[config.mk]
export PLATFORM = sky130hd
export DESIGN_NAME = sr_bank_ctrl
export DESIGN_NICKNAME = d
export VERILOG_FILES = /design/src/rtl/sr_bank_pkg.sv /design/src/rtl/rr_arbiter.sv /design/src/rtl/sr_bank_ctrl.sv
export SDC_FILE = /design/constraint.sdc
export NUM_CORES = 1
export LEC_CHECK = 0
export ABC_AREA = 0
export CELL_PAD_IN_SITES_DETAIL_PLACEMENT = 0
export CELL_PAD_IN_SITES_GLOBAL_PLACEMENT = 1
export CORE_MARGIN = 5
export CORE_UTILIZATION = 37
export DETAILED_ROUTE_END_ITERATION = 7
export PLACE_DENSITY_LB_ADDON = 0.1
export SYNTH_ARGS = -nofsm -noshare
export SYNTH_HDL_FRONTEND = slang
export SYNTH_SLANG_ARGS = --single-unit
[constraint.sdc]
create_clock -name clk -period 3.8 [get_ports clk]
set_clock_uncertainty 0.05 [all_clocks]
set_input_delay 0.95 -clock clk [delete_from_list [all_inputs] [get_ports clk]]
set_output_delay 0.95 -clock clk [all_outputs]
set_load 0.01 [all_outputs]
[src/rtl/sr_bank_pkg.sv]
// sr_bank_pkg: shared FSM state, op encoding and index-width helper for sr_bank_ctrl
package sr_bank_pkg;
  typedef enum logic [1:0] {
    ST_IDLE  = 2'd0,
    ST_APPLY = 2'd1,
    ST_HOLD  = 2'd2
  } state_t;
  localparam logic OP_SET = 1'b1;
  localparam logic OP_CLR = 1'b0;
  function automatic int idx_w(input int n);
    return (n < 2) ? 1 : $clog2(n);
  endfunction
endpackage

[src/rtl/rr_arbiter.sv]
// rr_arbiter: combinational round-robin pick, search starts at ptr+1 and wraps
//   req     requests, one bit per requester
//   ptr     index of the last winner
//   win     one-hot winner (zero when no request)
//   win_idx binary index of the winner
module rr_arbiter
  import sr_bank_pkg::*;
#(
  parameter int NREQ = 4,
  parameter int PW   = idx_w(NREQ)
) (
  input  logic [NREQ-1:0] req,
  input  logic [PW-1:0]   ptr,
  output logic [NREQ-1:0] win,
  output logic [PW-1:0]   win_idx
);
  logic          found;
  logic [PW-1:0] c;
  always_comb begin
    win_idx = '0;
    found   = 1'b0;
    c       = '0;
    for (int i = 1; i <= NREQ; i++) begin
      c = PW'((int'(ptr) + i) % NREQ);
      if (!found && req[c]) begin
        found   = 1'b1;
        win_idx = c;
      end
    end
  end
  assign win = found ? NREQ'(1) << win_idx : '0;
endmodule

[src/rtl/sr_bank_ctrl.sv]
// sr_bank_ctrl: round-robin sequencer driving legal s/r/en patterns into an SR cell bank
//   req/op_set/op_idx  per-requester level request, op (1 set, 0 clear), cell index
//   gnt                one-hot registered grant pulse
//   done/busy          commit pulse / high in APPLY and HOLD
//   s/r/en             bank drive lines, at most one en bit high
//   q                  registered shadow of the bank state
//   q_in/err           bank readback and sticky mismatch flag (SR_ARB_READBACK_EN)
module sr_bank_ctrl
  import sr_bank_pkg::*;
#(
  parameter int NREQ  = 4,
  parameter int NBITS = 8,
  parameter int IDXW  = idx_w(NBITS)
) (
  input  logic                 clk,
  input  logic                 rst,
  input  logic [NREQ-1:0]      req,
  input  logic [NREQ-1:0]      op_set,
  input  logic [NREQ*IDXW-1:0] op_idx,
  output logic [NREQ-1:0]      gnt,
  output logic                 done,
  output logic                 busy,
  output logic [NBITS-1:0]     s,
  output logic [NBITS-1:0]     r,
  output logic [NBITS-1:0]     en,
  output logic [NBITS-1:0]     q,
  input  logic [NBITS-1:0]     q_in,
  output logic                 err
);
  localparam int PW = idx_w(NREQ);
  state_t          state_q, state_d;
  logic [PW-1:0]   ptr_q, ptr_d;
  logic [NREQ-1:0] gnt_q, gnt_d;
  logic            done_q, done_d, busy_q, busy_d, err_q, err_d;
  logic [NBITS-1:0] s_q, s_d, r_q, r_d, en_q, en_d, q_q, q_d;
  logic [NREQ-1:0] win;
  logic [PW-1:0]   win_idx;
  logic [IDXW-1:0] sel_idx;
  logic            sel_set;
  logic [NBITS-1:0] dec;
  rr_arbiter #(.NREQ(NREQ), .PW(PW)) u_arb (
    .req(req), .ptr(ptr_q), .win(win), .win_idx(win_idx)
  );
  assign sel_idx = op_idx[int'(win_idx)*IDXW +: IDXW];
  assign sel_set = op_set[win_idx];
  // out-of-range indices decode to no enable, so they sequence without touching the bank
  assign dec = (int'(sel_idx) < NBITS) ? NBITS'(1) << sel_idx : '0;
  always_comb begin
    state_d = state_q;
    ptr_d   = ptr_q;
    gnt_d   = '0;
    done_d  = 1'b0;
    busy_d  = busy_q;
    s_d     = '0;
    r_d     = '0;
    en_d    = '0;
    q_d     = q_q;
    err_d   = err_q;
    case (state_q)
      ST_IDLE: if (|req) begin
        state_d = ST_APPLY;
        ptr_d   = win_idx;
        gnt_d   = win;
        busy_d  = 1'b1;
        en_d    = dec;
        s_d     = (sel_set == OP_SET) ? dec : '0;
        r_d     = (sel_set == OP_CLR) ? dec : '0;
      end
      ST_APPLY: begin
        state_d = ST_HOLD;
        done_d  = 1'b1;
        // s_q/r_q still hold the one-hot pattern of the op being applied
        q_d     = (q_q | s_q) & ~r_q;
`ifdef SR_ARB_READBACK_EN
        err_d   = err_q | (|(s_q & ~q_in)) | (|(r_q & q_in));
`endif
      end
      default: begin
        state_d = ST_IDLE;
        busy_d  = 1'b0;
      end
    endcase
`ifndef SR_ARB_READBACK_EN
    err_d = 1'b0;
`endif
  end
`ifndef SR_ARB_READBACK_EN
  logic unused_q_in;
  assign unused_q_in = ^q_in;
`endif
  always_ff @(posedge clk or posedge rst) begin
    if (rst) begin
      state_q <= ST_IDLE;
      ptr_q   <= PW'(NREQ - 1);
      gnt_q   <= '0;
      done_q  <= 1'b0;
      busy_q  <= 1'b0;
      s_q     <= '0;
      r_q     <= '0;
      en_q    <= '0;
      q_q     <= '0;
      err_q   <= 1'b0;
    end else begin
      state_q <= state_d;
      ptr_q   <= ptr_d;
      gnt_q   <= gnt_d;
      done_q  <= done_d;
      busy_q  <= busy_d;
      s_q     <= s_d;
      r_q     <= r_d;
      en_q    <= en_d;
      q_q     <= q_d;
      err_q   <= err_d;
    end
  end
  assign gnt  = gnt_q;
  assign done = done_q;
  assign busy = busy_q;
  assign s    = s_q;
  assign r    = r_q;
  assign en   = en_q;
  assign q    = q_q;
  assign err  = err_q;
endmodule

# Yosys cells after proc, flatten, opt, wreduce, memory -nomap -nowiden
# Cells that the tools add are included.
# totals
register_bits,42
mem_bits_ro,0
ram_bits,0
elab_cells,72
latchBits,0
output_inout_bits,39
n_memories,0
# op_classes
magnitude_cmp,5
div,0
n_mul,1
mux,34
eq_ne,2
n_reduce_logical,10
shift,3
n_addsub,4
bitwise,4
# op_table
operator,n
$mux 8,8
$lt 2x3->1 const B,5
$mux 4,3
$shiftx 12x5->3,1
$mux 1,11
$bmux 1 s2,5
$mux 2,5
$and 8x8->8,1
$not 8->8,1
$or 8x8->8,1
$shl 1x3->8 const A,1
$add 2x1->2 const B,2
$add 2x2->2 const B,2
$mul 2x2->4 const B,1
$pmux 2 s2,1
$reduce_and 2->1,2
$reduce_or 4->1,1
$shl 1x2->4 const A,1
$logic_and 1x1->1,3
$logic_not 1->1,3
$eq 2x1->1 const B,1
$logic_not 2->1,1
$ne 2x2->1 const B,1
$pmux 1 s2,1
$not 1->1,1

# Logic depth before layout (Yosys ltp)
# Gate-level depths: netlist of the first run.
# depth
depth_word,19
depth_mapped,7
mapped_depth_nobuf,6

# Hierarchy
# A second synthesis of the first run with hierarchy kept.
# unflattened
hier_cells,145
area_unflattened_um2,1720.4
# by_module_without_submodules
mod,seq_area_each_um2,area_each_um2,cells_per_inst,instances
sr_bank_ctrl,1053.5,1526.5,117,1
rr_arbiter,0.0,193.9,28,1

# Worst setup path before layout of the first run
# OpenSTA, ideal clock, no wires.
# synth_path
path_kind,input to register
startpoint,in req[0]
endpoint,reg s_q[1] (netlist: s[1])
setup_slack_ns,1.297
t_arrival_ns,2.358
t_required_ns,3.654
setup_time_ns,0.096
path_stages,6
cell_sequence,nor2_1 > a211o_1 > buf_6 > or3_4 > o22a_4 > nor4_2
# synth_via
elab_chain_cells,18
# synth_rtl
item,line,rtl
from (decl),sr_bank_ctrl.sv:17,"input logic [NREQ-1:0] req,"
$bmux 1 s2,rr_arbiter.sv:25,if (!found && req[c]) begin
$mux 1 (not written as such),rr_arbiter.sv:25,
$mux 1,rr_arbiter.sv:25,
$logic_not 1->1,rr_arbiter.sv:25,
$logic_and 1x1->1,rr_arbiter.sv:25,
$mux 1,rr_arbiter.sv:25,
$logic_not 1->1,rr_arbiter.sv:25,
$logic_and 1x1->1,rr_arbiter.sv:25,
[... 3 more ...],--,
$mux 2,rr_arbiter.sv:25,
$mul 2x2->4,sr_bank_ctrl.sv:44,assign sel_idx = op_idx[int'(win_idx)*IDXW +: IDXW];
$shiftx 12x5->3,sr_bank_ctrl.sv:44,
$shl 1x3->8,sr_bank_ctrl.sv:47,assign dec = (int'(sel_idx) < NBITS) ? NBITS'(1) << sel_idx : '0;
$mux 8,sr_bank_ctrl.sv:66,s_d = (sel_set == OP_SET) ? dec : '0;
$mux 8 *,sr_bank_ctrl.sv:60,ST_IDLE: if (|req) begin
$mux 8 *,sr_bank_ctrl.sv:59,case (state_q)
via s_d[1],sr_bank_ctrl.sv:35,"logic [NBITS-1:0] s_q, s_d, r_q, r_d, en_q, en_d, q_q, q_d;"
to (signal assigned),sr_bank_ctrl.sv:98,s_q <= '0;
to (signal assigned),sr_bank_ctrl.sv:109,s_q <= s_d;
to (decl),sr_bank_ctrl.sv:35,
# The timed path passes the listed nets; every way through them passes the cells marked *. The select of a mux whose other input is x is not followed.
# A chain may end at the register's enable or synchronous reset.

# Worst setup path in the final report of the first run
# layout_path
startpoint,in req[0]
endpoint,reg r_q[7] (netlist: r[7])
# layout_via
elab_chain_cells,18
# layout_rtl
item,line,rtl
$bmux 1 s2,rr_arbiter.sv:25,
$mux 1 (not written as such),rr_arbiter.sv:25,
$mux 1,rr_arbiter.sv:25,
$logic_not 1->1,rr_arbiter.sv:25,
$logic_and 1x1->1,rr_arbiter.sv:25,
$mux 1,rr_arbiter.sv:25,
$logic_not 1->1,rr_arbiter.sv:25,
$logic_and 1x1->1,rr_arbiter.sv:25,
[... 3 more ...],--,
$mux 2,rr_arbiter.sv:25,
$mul 2x2->4,sr_bank_ctrl.sv:44,
$shiftx 12x5->3,sr_bank_ctrl.sv:44,
$shl 1x3->8,sr_bank_ctrl.sv:47,
$mux 8,sr_bank_ctrl.sv:67,r_d = (sel_set == OP_CLR) ? dec : '0;
$mux 8 *,sr_bank_ctrl.sv:60,
$mux 8 *,sr_bank_ctrl.sv:59,
via r_d[7],sr_bank_ctrl.sv:35,
to (signal assigned),sr_bank_ctrl.sv:110,r_q <= r_d;
to (decl),sr_bank_ctrl.sv:35,
# Marked as above.

==> metrics.txt, run 1 <==
Mapped Nets about 180; fin crit share 80.3%; vias in the first global route ~1.4k; non-filler instance count after layout 277; Psw 0.688 mW; All-Layer GR Usage 13.5%; sequential area share after synthesis between 50 and 60%; Initial Util 37.5%; Clock transition at path regs about 0.08 ns; Logic pwr share 46.4%; row count 26; FMAX 328 MHz; Synth Register Bits 42; Critical Path Max Stage Delay 0.55 ns; # IOs 69; initial antenna violation count 0; WP buf/inv 2; Via Count 1,331; Ant. Diodes 0; CTS root buffer clkbuf_8; CP Class input pin to flip-flop; Max Cap Viol 0; Layout Utilization a little over half; DP Worst Slack 0.435 ns; Hold Path Sink q[4]; area of the die 6640 um2; setup TNS 0 ns; hold depth 1; RSZ-0062 raised after global routing no; Leakage 1.09 nW; CTS tree done; CP Max Fanout 12; post-DP HPWL 2990 um; Power Total between 1.5 and 2 mW; time the worst path needs with I/O delays and setup 3.05 ns; flop-to-flop setup slack 1.44 ns; DRC marker count from the first detailed-route iteration 50; crit-path leading delay family compound AO/OA/AOI/OAI gates; Die Y 81.5 um; Syn Area/Cell around 13 um2; first-pass GRT wire length ~6800 um; Die Wd 81.5 um; Cell Area, Synth approximately 1900 um2; Pint 1.17 mW; DR WL/cell 14.3 um; clk sinks 42; Worst Max-Slew Pin Slew 1.16 ns; warnings from Yosys 0; GR met1 Demand/Resource about 16%; count of final setup violators 0; Worst EP required 3.92 ns; status completed; Slew Viols, Final 0; setup repair bufs after CTS 0; Placed Instances 269; Hold Path Origin r[4]; drt drc 0; Setup crit end kind flip-flop; area grow syn2layout 39.4%; Power Dens Cells 706 nW/um2; Slew HR between 20 and 25%; Core Area about 5000 um2; Syn Inst Count 147; met3 usage under 10%; ANT nets after route 0; RR Endpoint r[7]; Cell Chain, Critical Path clkdlybuf4s50_1 > nor2_1 > a211o_1 > inv_1 > o21ai_1 > o2bb2a_1 > nor4_1; R2R depth 5; met2 capacity usage during global routing between 20 and 25%; Post-CTS Hold Buffers 0; CP max stage cell clkdlybuf4s50_1; most crowded layer after global routing met2; share of cells above drive strength 1 20.8%; Layout Nets between 200 and 250; Hold Path Class flip-flop to flip-flop; final RePlAce weighted congestion 0.636; worst-case clock buffer depth 2; Arrival @ worst endpoint 3.17 ns; CTS buffer count 5; count of buffers from port buffering between 50 and 60; Flop pwr share between 30% and 40%; DR pass1 iterations 2; largest net degree at the start of global routing 43; switching portion of total power 37.0%; clock network power share 19.1%; Worst-Skew Late Latency 0.29 ns; Setup WS post-layout 0.750 ns; VDD IR-drop max between 0.2 and 0.25 mV; CTS H-tree lvls 2; PostCTS Resize Cnt 0; Reg2Reg Launch Point ptr_q[1]; startpoint types input pin; synth unique cells 32; WL final 3960 um; Hold Violations, Final 0; vias per cell roughly 4.8; grt ovf 0
-- synth_stat cells, drive strengths merged --
master,instances,area share [%]
nor2b,2,0.66
o22ai,1,0.33
buf,9,4.0
o22a,1,0.93
nor3,1,0.26
clkbuf,3,0.60
or3,1,0.60
or2b,1,0.40
nand2b,3,0.99
nand2,1,0.20
inv,5,0.99
a211o,1,0.46
a21bo,1,0.53
a31oi,1,1.1
nand3b,1,0.40
o21ai,3,0.79
mux2i,12,6.3
a21oi,18,4.8
nor2,9,2.1
dfrtp,40,53
mux2,4,2.6
nor4,24,14
o2bb2a,1,0.53
dfstp,2,2.8
conb,1,0.20
a21o,1,0.40
-- placed cells by master, fill, tap and decap left out, drive strengths merged --
| master | instances |
|---|---|
| mux2i | 12 |
| clkbuf | 7 |
| o21ai | 3 |
| dfstp | 2 |
| o22ai | 1 |
| bufinv | 1 |
| inv | 5 |
| mux2 | 4 |
| nor4 | 24 |
| nand3b | 1 |
| or2b | 1 |
| a211o | 1 |
| conb | 1 |
| nor2 | 9 |
| clkdlybuf4s50 | 59 |
| a21bo | 1 |
| o22a | 1 |
| dfrtp | 40 |
| nand2 | 1 |
| a21oi | 18 |
| a31oi | 1 |
| o2bb2a | 1 |
| or3 | 1 |
| a21o | 1 |
| nand2b | 3 |
| buf | 5 |
| nor2b | 2 |
| nor3 | 1 |
-- cell type report --
type | count | area, um2
well taps | 70 | 87.6
clock inverters | 1 | 30.0
clock buffers | 7 | 86.3
multi-input cells | 88 | 733
inverters | 5 | 18.8
repair buffers | 64 | 628
flip-flops and latches | 42 | 1050
fillers | 457 | 2400
-- layer usage --
layer,up-vias,share of wire (%)
met5,-,0
met4,0,1.7
met3,6,7.4
met2,46,49
met1,638,42
li1,641,-
-- sequential cells by signal (all words and copies together), names as in the netlist --
signal   cells
en           8
q            8
r            8
s            8
gnt          4
ptr_q        2
state_q      2
busy         1
done         1
-- power by group through the flow --
stage / clock network (mW) / logic, mW / registers (mW)
final: 0.356 / 0.863 / 0.642
after global routing: 0.384 / 0.943 / 0.660
after CTS: 0.363 / 0.877 / 0.645
after detailed placement: 0 / 0.876 / 0.652
after global placement: 0 / 0.858 / 0.645
after floorplan: 0 / 0.540 / 0.690
-- cell families (layout without fill, tap and decap cells) --
kind of cell | count (synthesis) | count (layout) | synth area share, %
buffers and inverters | 17 | 77 | 5.55
flip-flops | 42 | 42 | 55.7
multiplexers | 16 | 16 | 8.93
AO/OA/AOI/OAI | 28 | 28 | 9.86
other | 1 | 1 | 0.198
AND/OR/NAND/NOR | 43 | 43 | 19.8
-- worst max-delay path by stage --
stage	slack (ns)	endpoint	startpoint	depth (start not counted)
2_1_floorplan	1.30	s[1]	req[0]	6
3_3_place_gp	0.52	r[1]	req[0]	7
3_5_place_dp	0.43	r[7]	req[0]	7
4_1_cts	0.73	r[7]	req[0]	7
5_1_grt	0.60	r[1]	req[0]	7
6_report	0.75	r[7]	req[0]	7
-- stage by stage --
stage / instance area (um2) / hold WS (ns)
after global placement: 2520 / 0.378
final: 2640 / 0.393
after CTS: 2640 / 0.398
after detailed placement: 2520 / 0.389
after global routing: 2640 / 0.408
after floorplan: 1890 / 0.392
Power figures use the tool's default switching activity.
==> run 2: changes to the inputs <==
CORE_UTILIZATION = 31   (was 37)
clock period = 2.7 ns   (was 3.8 ns; I/O delays follow)
==> run 2 against run 1 <==
  * Final cell count rose by 7.9%
  * Non-clock buffer count is 17 higher
  * Sequential power is 40% higher
  * Total power rose by 50%
  * Largest cell class unchanged
  * Final area up 6.2%
  * Die area up 17%
  * Via count up 4.1%
  * Core utilization decreased by 5.0 points
==> metrics.txt, run 2 (synthesis results as in run 1) <==
status completed; Die Wd 88.1 um (+8.1%); grt ovf 0 (unchanged); vias in the first global route 1,387 (-0.79%); Worst EP required 2.83 ns (-1.09 ns); final RePlAce weighted congestion 0.694 (+9.1%); DRC marker count from the first detailed-route iteration 48 (-4.0%); Fill cells 553 (+21%); Ant. Diodes 0 (unchanged); DR pass1 iterations 4 (+2); most common cell after layout, fill and taps aside clkdlybuf4s50_1; Placed Instances 291 (+8.2%); Power Total 2.80 mW (+50%); CTS H-tree lvls 2 (unchanged); non-filler instance count after layout 299 (+7.9%); RR Endpoint s[6]; CTS root buffer clkbuf_8; worst-case clock buffer depth 2 (unchanged); Psw 1.02 mW (+48%); share of cells above drive strength 1 29.9% (+9.1 points); CP max stage cell clkdlybuf4s50_1; FMAX 394 MHz; startpoint types input pin; Worst-Skew Late Latency 0.28 ns (about the same); Max Cap Viol 0 (unchanged); Leakage 1.18 nW (+7.5%); # IOs 69 (unchanged); Reg2Reg Launch Point ptr_q[1]; Layout Utilization 47.3% (-5.0 points); ANT nets after route 0 (unchanged); count of final setup violators 0 (unchanged); VDD IR-drop max 0.307 mV (+35%); Die Y 88.1 um (+8.1%); Cell Chain, Critical Path clkdlybuf4s50_1 > nand3b_1 > a31oi_4 > buf_4 > mux2i_2 > mux2i_1 > buf_4 > nor4_1; Clock transition at path regs 0.08 ns (about the same); Logic pwr share 51.0% (+4.6 points); Setup crit end kind flip-flop; Power Dens Cells 999 nW/um2 (+42%); area grow syn2layout 48.1%; CP Class input pin to flip-flop; WHS 0.392 ns (-0.0000630 ns); Flop pwr share 32.2% (-2.3 points); Worst Max-Slew Pin Slew 0.502 ns (-0.661 ns); largest net degree at the start of global routing 43 (unchanged); initial antenna violation count 0 (unchanged); vias per cell 4.64 (-3.5%); CTS tree done; fin crit share 94.1%; clock network power share 16.8% (-2.3 points); count of buffers from port buffering 59 (unchanged); drt drc 0 (unchanged); WL final 4200 um (+6.0%); area of the die 7770 um2 (+17%); CTS buffer count 5 (unchanged); most frequent cells in the layout 59 x clkdlybuf4s50_1, 40 x dfrtp_1, 21 x nor4_2, 21 x buf_4, 18 x a21oi_1; Slew HR 66.5% (+44 points); setup TNS 0 ns (unchanged); Initial Util 32.0% (-5.6 points); setup repair bufs after CTS 0 (unchanged); Critical Path Max Stage Delay 0.54 ns (about the same); Core Area 5920 um2 (+17%); critical path startpoint req[3]; Hold Path Origin r[2]; clk sinks 42 (unchanged); DR WL/cell 14.0 um (-1.8%); Layout Nets 253 (+7.2%); flop-to-flop setup slack 0.50 ns (-0.94 ns); post-DP HPWL 3260 um (+9.0%); Hold Violations, Final 0 (unchanged); hold depth 1 (unchanged); Arrival @ worst endpoint 2.67 ns (-0.50 ns); switching portion of total power 36.4% (-0.59 points); Pint 1.78 mW (+52%); time the worst path needs with I/O delays and setup 2.54 ns; Hold Path Class flip-flop to flip-flop; most used cell, CP buf_4; Slew Viols, Final 0 (unchanged); CP Max Fanout 12 (unchanged); Hold Path Sink q[2]; first-pass GRT wire length 7010 um (+3.5%); R2R depth 6 (+1); Via Count 1,386 (+4.1%); All-Layer GR Usage 11.7% (-1.8 points); row count 28 (+7.7%)
run 2: changes by cell type in the layout (fill, tap and decap cells not counted), sizes merged:
cell    delta
clkbuf     -2
buf       +17
clkinv     +2
run 2: critical path: cells and delay by family:
| kind | cells | cell delay (ns) |
|---|---|---|
| AOI/OAI and AO/OA | 1 | 0.21 |
| buffers and inverters | 3 | 0.95 |
| muxes | 2 | 0.40 |
| and+or+nand+nor | 2 | 0.43 |
run 2: worst max path at each step:
stage | to
after floorplan | s[1]
after global placement | r[0]
after detailed placement | r[4]
after CTS | r[4]
after global routing | r[0]
final | r[0]
run 2: area by class of cell:
type	count	area [um2]	share of cell area [%]
tap	75	93.8	3.35
multi-input combinational	88	758	27.1
sequential	42	1050	37.6
clock buffer	5	68.8	2.46
inverter	5	18.8	0.670
timing repair buffer	81	768	27.4
clock inverter	3	40.0	1.43
run 2: power groups by stage:
stage	clock (mW)	combinational (mW)	sequential, mW
6_report	0.471	1.43	0.901
5_1_grt	0.524	1.56	0.925
4_1_cts	0.492	1.42	0.903
3_5_place_dp	0	1.42	0.915
3_3_place_gp	0	1.40	0.905
2_1_floorplan	0	0.760	0.971
run 2: timing repair:
action | 4_1_cts | 5_1_grt
gates resized for setup | 0 | 6
hold buffers | 0 | 0
endpoints found under the setup margin | 0 | 3
run 2: per-stage QoR:
step                      setup slack, ns  instance area, um2
after global placement             -0.111                2670
after floorplan                     0.472                1890
after CTS                           0.142                2780
final                               0.160                2800
after detailed placement           -0.161                2670
after global routing              -0.0132                2800
run 2: per-layer routing:
layer  vias to the layer above  track usage, %  share of wire [%]
met2                        53            19.0                 49
met3                         2            3.57                8.1
met4                         0            3.30               0.55
met1                       651            15.3                 43
met5                         -               0                  0
li1                        680               -                  -
